`config.mk`:
```
export PLATFORM = sky130hd
export DESIGN_NAME = param_delay_line
export DESIGN_NICKNAME = d
export VERILOG_FILES = /design/src/rtl/param_delay_pkg.sv /design/src/rtl/param_delay_line_tap_mux.sv /design/src/rtl/param_delay_line.sv
export SDC_FILE = /design/constraint.sdc
export NUM_CORES = 1
export LEC_CHECK = 0
export BUFFER_PORTS_ARGS = -buffer_cell sky130_fd_sc_hd__buf_2
export CAP_MARGIN = 20
export CORE_UTILIZATION = 55
export DETAILED_ROUTE_END_ITERATION = 6
export GPL_ROUTABILITY_DRIVEN = 0
export PLACE_DENSITY = 0.73
export SYNTH_ARGS = -nofsm -noshare
export SYNTH_HDL_FRONTEND = slang
export SYNTH_HIERARCHICAL = 1
export SYNTH_SLANG_ARGS = --single-unit
```
`constraint.sdc`:
```
create_clock -name clk_i -period 4.07 [get_ports clk_i]
set_input_delay 0.814 -clock clk_i [delete_from_list [all_inputs] [get_ports clk_i]]
set_output_delay 0.814 -clock clk_i [all_outputs]
set_load 0.05 [all_outputs]
```
`src/rtl/param_delay_pkg.sv`:
```
// Shared constants and tap-clamp helper for the parametrised delay line.
package param_delay_pkg;

   localparam int DEF_WIDTH = 8;
   localparam int DEF_DEPTH = 16;

   localparam logic MODE_SHIFT  = 1'b0;
   localparam logic MODE_RECIRC = 1'b1;

   // A request of 0 still means one stage; anything past the end pins to the last stage.
   function automatic int clamp_delay(input int sel, input int depth);
      if (sel == 0) begin
         return 1;
      end else if (sel > depth) begin
         return depth;
      end else begin
         return sel;
      end
   endfunction

endpackage

```
`src/rtl/param_delay_line_tap_mux.sv`:
```
// DEPTH-way selector of {vld, data} stage words, indexed by the clamped delay.
// Purely combinational over flop outputs; tap changes show up in the same cycle.
module delay_tap_mux
   import param_delay_pkg::*;
#(
   parameter int WIDTH = DEF_WIDTH,
   parameter int DEPTH = DEF_DEPTH,
   parameter int SEL_W = $clog2(DEPTH + 1)
) (
   input  logic [DEPTH-1:0][WIDTH:0] taps_i,
   input  logic [SEL_W-1:0]          sel_i,
   output logic [WIDTH:0]            tap_o
);

   int deff;

   always_comb begin
      deff  = clamp_delay(int'(sel_i), DEPTH);
      tap_o = '0;
      for (int i = 0; i < DEPTH; i++) begin
         if (i == deff - 1) begin
            tap_o = taps_i[i];
         end
      end
   end

endmodule

```
`src/rtl/param_delay_line.sv`:
```
// Width/depth-configurable delay line with per-stage valid, selectable tap, recirculation and flush.
// Latency = clamped delay_sel cycles; no back-pressure, shifting while full drops the oldest entry.
module param_delay_line
   import param_delay_pkg::*;
#(
   parameter int WIDTH = DEF_WIDTH,
   parameter int DEPTH = DEF_DEPTH,
   parameter int SEL_W = $clog2(DEPTH + 1)
) (
   input  logic             clk_i,
   input  logic             rst_n_i,
   input  logic             shift_en_i,
   input  logic             in_valid_i,
   input  logic [WIDTH-1:0] in_data_i,
   input  logic             mode_recirc_i,
   input  logic             flush_i,
   input  logic [SEL_W-1:0] delay_sel_i,
   output logic [WIDTH-1:0] out_data_o,
   output logic             out_valid_o,
   output logic [SEL_W-1:0] fill_count_o,
   output logic             full_o
);

   logic [DEPTH-1:0][WIDTH-1:0] stage_q, stage_d;
   logic [DEPTH-1:0]            vld_q, vld_d;
   logic [SEL_W-1:0]            fill_q, fill_d;

   logic [DEPTH-1:0][WIDTH:0]   taps;
   logic [WIDTH:0]              tap_sel;

   always_comb begin
      stage_d = stage_q;
      vld_d   = vld_q;
      fill_d  = fill_q;
      if (flush_i) begin
         stage_d = '0;
         vld_d   = '0;
         fill_d  = '0;
      end else if (shift_en_i) begin
         if (mode_recirc_i == MODE_RECIRC) begin
            // Rotation keeps every entry in the line, so the count cannot move.
            stage_d = {stage_q[DEPTH-2:0], stage_q[DEPTH-1]};
            vld_d   = {vld_q[DEPTH-2:0], vld_q[DEPTH-1]};
         end else begin
            stage_d = {stage_q[DEPTH-2:0], in_data_i};
            vld_d   = {vld_q[DEPTH-2:0], in_valid_i};
            fill_d  = fill_q + SEL_W'(in_valid_i) - SEL_W'(vld_q[DEPTH-1]);
         end
      end
   end

   always_ff @(posedge clk_i) begin
      if (!rst_n_i) begin
         stage_q <= '0;
         vld_q   <= '0;
         fill_q  <= '0;
      end else begin
         stage_q <= stage_d;
         vld_q   <= vld_d;
         fill_q  <= fill_d;
      end
   end

   for (genvar g = 0; g < DEPTH; g++) begin : g_taps
      assign taps[g] = {vld_q[g], stage_q[g]};
   end

   delay_tap_mux #(
      .WIDTH (WIDTH),
      .DEPTH (DEPTH),
      .SEL_W (SEL_W)
   ) u_tap_mux (
      .taps_i (taps),
      .sel_i  (delay_sel_i),
      .tap_o  (tap_sel)
   );

   assign out_valid_o  = tap_sel[WIDTH];
   assign out_data_o   = tap_sel[WIDTH-1:0];
   assign fill_count_o = fill_q;
   assign full_o       = (fill_q == SEL_W'(DEPTH));

endmodule

```
==> impl_metrics.ini, run 1 <==
[clock_network]
cts_inserted_buffers = 17
htreeDepth = 4
cts_tree = built
cts_resized = 0
postCtsSetupRepairBufs = 0
cts_sinks = 149
cts-root-buf = clkbuf_16
clk_latency_ns = 0.43
clockBufferDepth = 2
hold_buffers = 0
clk_transition_reported_paths_ns = 0.06

[routing]
routed_wl_mm = 18.3
vias = 6132
wl_per_cell_um = 17.7
post-route-drc-count = 0
ant_nets = 0
drtIter0Drc = 532
drt_first_pass_iters = 5
avgViaCountPerCell = 5.92

[synth]
ys_seq_area_share_pct = 40.5
ys.warnings.count = 6
yosysMostFrequentCell = nor2_1
synth_top_area_share_pct = 40.5
netlist_instances = 836
synth_edf_count = 0
synthArstFlopShare_pct = 0
synth_fp_nets = 863
synth_top_flop_cell = dfxtp_1
ys_types = 64
synth_common_cells = nor2_1 (181), mux2i_1 (152), dfxtp_1 (149)
ys_seq_elements = 149
avgSynthCellArea_um2 = 8.80
synth_area_leaders = dfxtp_1 (41%), mux2i_1 (21%), nor2_1 (9.2%)
yosysTopAreaCell = dfxtp_1
synth_area_um2 = 7360

[timing]
hold_violations = 0
rsz0062_at_grt = no
slew_headroom_pct = 40.2
skew_ns = 0.00678
fmax_mhz = 251
maxSlewViolCount = 0
period_share_pct = 97.9
fin_crit_ns = 3.99
worst_pin_slew_ns = 0.897
setup_viol = 0

[critical_path]
crit_chain = buf_2 > inv_1 > ha_1 > nand4bb_4 > or3_4 > or2_1 > o21ai_2 > o31ai_1 > a221oi_4 > buf_2
cp_max_fo = 7
start_kind = input pin
rrSetupSlack_ns = 1.80
crit_required_ns = 3.26
crit_type = input pin to output port
cpMostUsedCell = buf_2
cpPeakStageDelay_ns = 0.40
r2r_cells = 9
r2r_start = vld_q[15]$_SDFFE_PP0P_
reg2reg_to = fill_count_o[4]$_SDFFE_PP0P_
setup.worst_path.end_class = output port
crit_arrival_ns = 3.17
crit_slowest_cell = or3_4

[floorplanning]
die_y_um = 118
dieArea_um2 = 13800
initial_core_util_pct = 57.4
row_count = 41
coreArea_um2 = 12800
die_width_um = 118
io_pins = 34

[power_and_ir_drop]
leakage_nw = 3.37
power_density_nw_per_um2 = 417
ir_worst_vdd_uv = 306

[hold_path]
holdPathEnd = fill_count_o[4]$_SDFFE_PP0P_
holdPathStages = 2
hp-class = flip-flop to flip-flop
hold_path_startpoint = fill_count_o[4]$_SDFFE_PP0P_

[global_routing]
gr-usage-all-layers_pct = 27.2
grt_pass1_wl_mm = 29.9
grt_overflow_total = 0
grt_pass1_vias = 5780
grt_max_degree = 86
grt_antenna_before_repair = 0

[placed_design]
port_buffers = 33
dp.cells = 1004
place_hpwl_mm = 12.7
placed_area_um2 = 7660

[layout]
fillers = 1107
drive_above_1_share_pct = 12.5
nets = 878
fin_util_pct = 64.6
finalInstanceArea_um2 = 8280
n_antenna_cell = 0
stdcell_count = 1035
area_growth_syn_to_layout_pct = 12.5

[run]
cap_violations = 0

[outcome]
status = complete, no violations
routing by layer:
layer  wire (um)  global-route usage (%)  vias up
met5           0                       0        -
met4         448                    11.5        0
met3        1290                    7.03       40
met2        8070                    41.0      232
met1        8480                    36.8     2880
li1            -                       -     2980
flip-flops by register name, indices dropped and copies added, names as in the netlist:
name,flops
stage_q,128
vld_q,16
fill_count_o,5
how the worst max path moves through the flow:
stage                               from            end  slack (ns)  depth (start not counted)
after floorplan           delay_sel_i[4]  out_data_o[0]       -0.03                          9
after detailed placement  delay_sel_i[4]    out_valid_o        0.14                         11
after CTS                 delay_sel_i[4]    out_valid_o        0.13                         11
after global routing      delay_sel_i[4]  out_data_o[6]       0.006                         10
final                     delay_sel_i[4]  out_data_o[6]        0.08                         10
after global placement    delay_sel_i[4]    out_valid_o        0.14                         11
per-stage QoR:
step,hold WS (ns),setup TNS [ns],setup WS (ns),power [mW]
6_report,0.492,0,0.0847,3.46
5_1_grt,0.541,0,0.00622,3.57
4_1_cts,0.491,0,0.132,3.47
3_5_place_dp,0.484,0,0.144,1.84
3_3_place_gp,0.474,0,0.140,1.83
2_1_floorplan,0.475,-0.0268,-0.0268,1.76
cells in the final DEF (no fill, tap or decap), drive strengths merged, types with 4 or more instances in the layout:
cell,count
nand3,17
nor2b,11
o22ai,16
clkinv,6
a221oi,4
clkbuf,18
a211oi,11
ha,7
dfxtp,149
nor3,12
bufinv,4
nand2,28
or2,4
o21ai,48
mux2i,152
a21oi,37
nand2b,9
nand4,4
inv,17
a22oi,8
o221ai,6
buf,54
a2bb2oi,9
nor2,184
final cells by class:
cell class	instances	area [um2]	area share, %
timing repair buffer	54	342	4.12
clock inverter	13	181	2.19
sequential	149	2980	36.0
clock buffer	18	439	5.30
inverter	16	60.1	0.725
multi-input combinational	613	4060	49.0
tap	172	215	2.60
critical path, delay by kind of cell:
kind / cells / cell delay [ns]
AOI/OAI and AO/OA: 3 / 0.50
and+or+nand+nor: 3 / 1.02
buffers and inverters: 3 / 0.54
adders and majority gates: 1 / 0.30
where the power goes:
part	leakage, nW	total [mW]	internal [mW]	switching [mW]
clock network	0.302	1.64	1.04	0.609
logic	1.87	0.341	0.117	0.224
registers	1.20	1.47	1.46	0.00595
cells by family after synthesis:
family	after synthesis	share of synthesized area [%]
and+or+nand+nor	287	17.8
xor gates and xnor gates	1	0.119
adders and majority gates	8	1.46
buffers and inverters	74	4.84
AOI/OAI and AO/OA	165	14.6
DFF	149	40.5
muxes	152	20.7
No activity file was read; power rests on OpenSTA's default activity.
==> run 2: changes to the inputs <==
--- a/config.mk
+++ b/config.mk
@@ -10,7 +10,7 @@
 export CORE_UTILIZATION = 55
 export DETAILED_ROUTE_END_ITERATION = 6
 export GPL_ROUTABILITY_DRIVEN = 0
-export PLACE_DENSITY = 0.73
+export PLACE_DENSITY = 0.79
 export SYNTH_ARGS = -nofsm -noshare
 export SYNTH_HDL_FRONTEND = slang
 export SYNTH_HIERARCHICAL = 1
==> run 2 against run 1 <==
Against the previous run:
- sequential share of layout area is 0.28 points lower
- clock-buffer cell count is 2 higher
- sequential power hardly changed
- critical path type unchanged
- register-to-register slack hardly changed
- wire length rose by 1.0%
- die area unchanged
- cell count increased by 0.39%
- flip-flop and latch count is the same
- maximum frequency is 1.5% higher
- clock skew fell by 0.0017 ns
- via count up 1.6%
- critical path depth stayed put
==> impl_metrics.ini, run 2 (synthesis results as in run 1) <==
[routing]
routed_wl_mm = 18.5
post-route-drc-count = 0
drtIter0Drc = 604
wl_per_cell_um = 17.8
vias = 6232
ant_nets = 0
avgViaCountPerCell = 6.00
drt_first_pass_iters = 5

[clock_network]
htreeDepth = 4
hold_buffers = 0
cts_sinks = 149
cts-root-buf = clkbuf_16
cts_resized = 0
cts_inserted_buffers = 17
clockBufferDepth = 2
cts_tree = built
postCtsSetupRepairBufs = 0
clk_transition_reported_paths_ns = 0.06
clk_latency_ns = 0.42

[timing]
hold_violations = 0
skew_ns = 0.00508
period_share_pct = 96.5
timing.hold.ws_ns = 0.493
setup_viol = 0
fin_crit_ns = 3.93
tns_ns = 0
maxSlewViolCount = 0
slew_headroom_pct = 40.5
worst_pin_slew_ns = 0.893
setup_ws_ns = 0.144
fmax_mhz = 255
rsz0062_at_grt = no

[layout]
drive_above_1_share_pct = 12.9
n_antenna_cell = 0
fillers = 1034
multi_input_area_um2 = 4070
top_register = stage_q
regArea_um2 = 2980
area_growth_syn_to_layout_pct = 13.4
final_cell_mix = nor2_1 (181), mux2i_1 (152), dfxtp_1 (149)
largest_register_ffs = 128
stdcell_count = 1039
nets = 881
final_common_cell = nor2_1

[global_routing]
grt_max_degree = 132
grt_pass1_wl_mm = 29.9
grt-busiest-layer = met2
grt_antenna_before_repair = 0
grt_pass1_vias = 5885
grtUsageMet1_pct = 35.2
gr-usage-all-layers_pct = 27.3
grt_util_met2_pct = 44.0
grt_overflow_total = 0
grtUsageMet3_pct = 5.67

[critical_path]
crit_cells = 10
rrSetupSlack_ns = 1.81
r2r_cells = 9
cpPeakStageDelay_ns = 0.39
setup.worst_path.end_class = output port
reg2reg_to = fill_count_o[4]$_SDFFE_PP0P_
cp_top_family = simple AND/OR/NAND/NOR gates
cpMostUsedCell = buf_2
crit_required_ns = 3.26
path_buf_inv = 3
r2r_start = vld_q[15]$_SDFFE_PP0P_
start_kind = input pin
crit_slowest_cell = or3_4
crit_type = input pin to output port
crit_chain = buf_2 > inv_1 > ha_1 > nand4bb_4 > or3_4 > or2_1 > o21ai_2 > o31ai_1 > a221oi_4 > buf_2
cp_max_fo = 7
crit_arrival_ns = 3.11

[floorplanning]
io_pins = 34
dieArea_um2 = 13800
initial_core_util_pct = 57.4
die_y_um = 118
coreArea_um2 = 12800
die_width_um = 118
row_count = 41

[hold_path]
holdPathStages = 2
hold_path_startpoint = fill_count_o[4]$_SDFFE_PP0P_
hp-class = flip-flop to flip-flop
holdPathEnd = fill_count_o[4]$_SDFFE_PP0P_

[power_and_ir_drop]
leakage_nw = 3.40
ir_worst_vdd_uv = 265
power_density_nw_per_um2 = 419

[run]
cap_violations = 0

[placed_design]
dp.cells = 1007
port_buffers = 33
place_hpwl_mm = 12.5
dp_slack_ns = 0.181

[outcome]
status = complete, no violations
-- run 2: changes by cell type in the layout (fill, tap and decap cells not counted) --
cell | previous run | this run
clkbuf_8 | 1 | 4
buf_4 | 20 | 22
buf_12 | 1 | 2
buf_6 | 1 | 0
clkinv_2 | 4 | 3
clkinv_4 | 2 | 3
inv_6 | 1 | 0
nor2b_1 | 10 | 11
nor2b_2 | 1 | 0
nor4b_1 | 1 | 0
nor4b_2 | 0 | 1
-- run 2: final cells by class --
cell class | count | area share [%]
inverters | 16 | 0.720
multi-input cells | 613 | 48.7
repair buffers | 57 | 4.54
clock buffers | 20 | 5.59
well taps | 172 | 2.58
clock inverters | 12 | 2.11
flip-flops and latches | 149 | 35.7
-- run 2: metrics by stage --
stage | power (mW) | utilization (%) | area (um2)
2_1_floorplan | 1.76 | - | 7390
3_3_place_gp | 1.84 | 60.0 | 7700
3_5_place_dp | 1.84 | 60.0 | 7700
4_1_cts | 3.51 | 65.0 | 8340
5_1_grt | 3.60 | 65.1 | 8350
6_report | 3.50 | 65.1 | 8350
-- run 2: power breakdown --
part | switching, mW | total (mW) | internal [mW]
Clock | 0.606 | 1.68 | 1.07
Combinational | 0.225 | 0.348 | 0.123
Sequential | 0.00601 | 1.47 | 1.46
Total | 0.837 | 3.50 | 2.66
-- run 2: how the worst max path moves through the flow --
stage,from,slack [ns],endpoint
after floorplan,delay_sel_i[4],-0.03,out_data_o[0]
after global placement,delay_sel_i[4],0.24,out_data_o[6]
after detailed placement,delay_sel_i[4],0.18,out_data_o[6]
after CTS,delay_sel_i[4],0.18,out_data_o[6]
after global routing,delay_sel_i[4],0.03,out_data_o[6]
final,delay_sel_i[4],0.14,out_data_o[6]
-- run 2: worst min-delay path: stages, from the launching register on --
cell	delay, ns
dfxtp_1	0.33
nand2_1	0.06
mux2i_1	0.05
-- run 2: metal layers --
layer  wire [um]  share of wire [%]
met3        1100                5.9
met4         489                2.6
met5           0                  0
met2        8650                 47
met1        8240                 45
==> run 3: changes to the inputs <==
--- a/config.mk
+++ b/config.mk
@@ -13,5 +13,4 @@
 export PLACE_DENSITY = 0.79
 export SYNTH_ARGS = -nofsm -noshare
 export SYNTH_HDL_FRONTEND = slang
-export SYNTH_HIERARCHICAL = 1
 export SYNTH_SLANG_ARGS = --single-unit
==> run 3 against run 2 <==
Against the previous run:
- synthesized cell count is 4.3% lower
- wire length shrank 7.4%
- global-route usage down 0.63 points
- synthesized area down 1.3%
- sequential power about the same
- maximum frequency is 6.6% higher
- die area down 1.3%
- highest routed layer unchanged
==> impl_metrics.ini, run 3 <==
[outcome]
status = complete, no violations

[synth]
ys_seq_elements = 149
synth_edf_count = 0
synth_top_flop_cell = dfxtp_1
synth_common_cells = nor2_1 (185), mux2i_1 (158), dfxtp_1 (149)
netlist_instances = 800
ys_types = 59
avgSynthCellArea_um2 = 9.08
synth_fp_nets = 826
ys.warnings.count = 0
ys_seq_area_share_pct = 41.1
synth_area_leaders = dfxtp_1 (41%), mux2i_1 (22%), nor2_1 (9.6%)
yosysTopAreaCell = dfxtp_1
synth_area_um2 = 7270
yosysMostFrequentCell = nor2_1
synth_top_area_share_pct = 41.1
synthArstFlopShare_pct = 0

[routing]
drt_first_pass_iters = 5
ant_nets = 0
drtIter0Drc = 578
post-route-drc-count = 0
vias = 5913
routed_wl_mm = 17.1
wl_per_cell_um = 17.3
avgViaCountPerCell = 5.98

[timing]
tns_ns = 0
fin_crit_ns = 3.68
hold_violations = 0
worst_pin_slew_ns = 0.984
fmax_mhz = 271
maxSlewViolCount = 0
skew_ns = 0.00665
rsz0062_at_grt = no
period_share_pct = 90.5
slew_headroom_pct = 34.4
setup_viol = 0

[floorplanning]
die_width_um = 117
dieArea_um2 = 13700
io_pins = 34
coreArea_um2 = 12800
die_y_um = 117
initial_core_util_pct = 56.9
row_count = 41

[critical_path]
crit_end = out_data_o[4]
crit_start = delay_sel_i[1]
crit_required_ns = 3.26
r2r_start = fill_count_o[0]$_SDFFE_PP0P_
rrSetupSlack_ns = 1.60
crit_arrival_ns = 2.87
crit_type = input pin to output port
reg2reg_to = fill_count_o[4]$_SDFFE_PP0P_
setup.worst_path.end_class = output port
start_kind = input pin
r2r_cells = 11
cp_max_fo = 36

[clock_network]
cts-root-buf = clkbuf_16
hold_buffers = 0
clk_latency_ns = 0.43
postCtsSetupRepairBufs = 0
clk_transition_reported_paths_ns = 0.06
clockBufferDepth = 2
cts_resized = 0
htreeDepth = 4
cts_inserted_buffers = 17
cts_tree = built
cts_sinks = 149

[global_routing]
gr-usage-all-layers_pct = 26.6
grt_antenna_before_repair = 0
grt_pass1_vias = 5750
grt_overflow_total = 0
grt_pass1_wl_mm = 28.0
grt_max_degree = 153

[hold_path]
hp-class = flip-flop to flip-flop

[layout]
finalInstanceArea_um2 = 8050
final_cell_mix = nor2_1 (185), mux2i_1 (158), dfxtp_1 (149)
fin_util_pct = 63.0
drive_above_1_share_pct = 11.9
nets = 831
area_growth_syn_to_layout_pct = 10.8
top_register = stage_q
largest_register_ffs = 128
final_common_cell = nor2_1
n_antenna_cell = 0

[power_and_ir_drop]
finalPower_mw = 3.29
leakage_nw = 3.32
ir_worst_vdd_uv = 293
power_density_nw_per_um2 = 408

[placed_design]
placed_area_um2 = 7480
place_hpwl_mm = 11.3
port_buffers = 33

[run]
cap_violations = 0
[run 3: changes by cell type in the layout (fill, tap and decap cells not counted), sizes merged, moves of 8 or more]
cell and delta:
nand2 -13, buf -8, nand4 +9, mux2 +8, a21oi -8, a211oi +8, nand3 -11, o21ai -15
a2bb2oi -8
[run 3: critical path, cell delays in order]
cell      delay [ns]
buf_2           0.52
inv_1           0.45
o22ai_1         0.30
a222oi_1        0.15
a221o_1         0.40
buf_2           0.23
[run 3: through the flow]
step,cells,hold WS [ns],worst slack [ns]
final,988,0.510,0.386
after global placement,957,0.490,0.538
after floorplan,800,0.471,0.459
after global routing,988,0.540,0.256
after detailed placement,958,0.501,0.427
after CTS,988,0.507,0.426
[run 3: power breakdown]
part | switching (mW) | leakage, nW | total (mW) | internal (mW)
Combinational | 0.197 | 1.83 | 0.303 | 0.106
Sequential | 0.00564 | 1.20 | 1.47 | 1.46
Clock | 0.569 | 0.285 | 1.51 | 0.946
[run 3: worst min path at each step]
| stage | startpoint | slack [ns] | to | cells past startpoint |
|---|---|---|---|---|
| floorplan | stage_q[2]$_SDFFE_PP0P_ | 0.47 | stage_q[2]$_SDFFE_PP0P_ | 2 |
| global placement | stage_q[4]$_SDFFE_PP0P_ | 0.49 | stage_q[4]$_SDFFE_PP0P_ | 2 |
| detailed placement | stage_q[4]$_SDFFE_PP0P_ | 0.50 | stage_q[4]$_SDFFE_PP0P_ | 2 |
| CTS | stage_q[4]$_SDFFE_PP0P_ | 0.51 | stage_q[4]$_SDFFE_PP0P_ | 2 |
| global route | stage_q[0]$_SDFFE_PP0P_ | 0.54 | stage_q[0]$_SDFFE_PP0P_ | 2 |
| finish | stage_q[4]$_SDFFE_PP0P_ | 0.51 | stage_q[4]$_SDFFE_PP0P_ | 2 |
[run 3: cell type report]
| cell class | count | area (um2) |
|---|---|---|
| Clock inverter | 3 | 40.0 |
| Clock buffer | 27 | 533 |
| Multi-Input combinational cell | 574 | 3890 |
| Tap cell | 172 | 215 |
| Fill cell | 1011 | 4720 |
| Sequential cell | 149 | 2980 |
| Timing Repair Buffer | 48 | 329 |
| Inverter | 15 | 56.3 |
[run 3: routing by layer]
layer,GRT usage [%],vias up,share of wire (%)
met5,0,-,0
met4,12.6,0,2.9
met1,34.4,2822,45
li1,-,2830,-
met2,43.2,219,47
met3,4.99,42,5.5
[run 3: cell families (layout without fill, tap and decap cells)]
kind of cell,Yosys count,in the layout,share of synthesized area [%]
AOI/OAI and AO/OA,134,134,12.0
muxes,168,168,23.6
buffers and inverters,77,93,5.44
and+or+nand+nor,264,264,16.4
adders and majority gates,7,7,1.31
DFF,149,149,41.1
xor gates and xnor gates,1,1,0.121
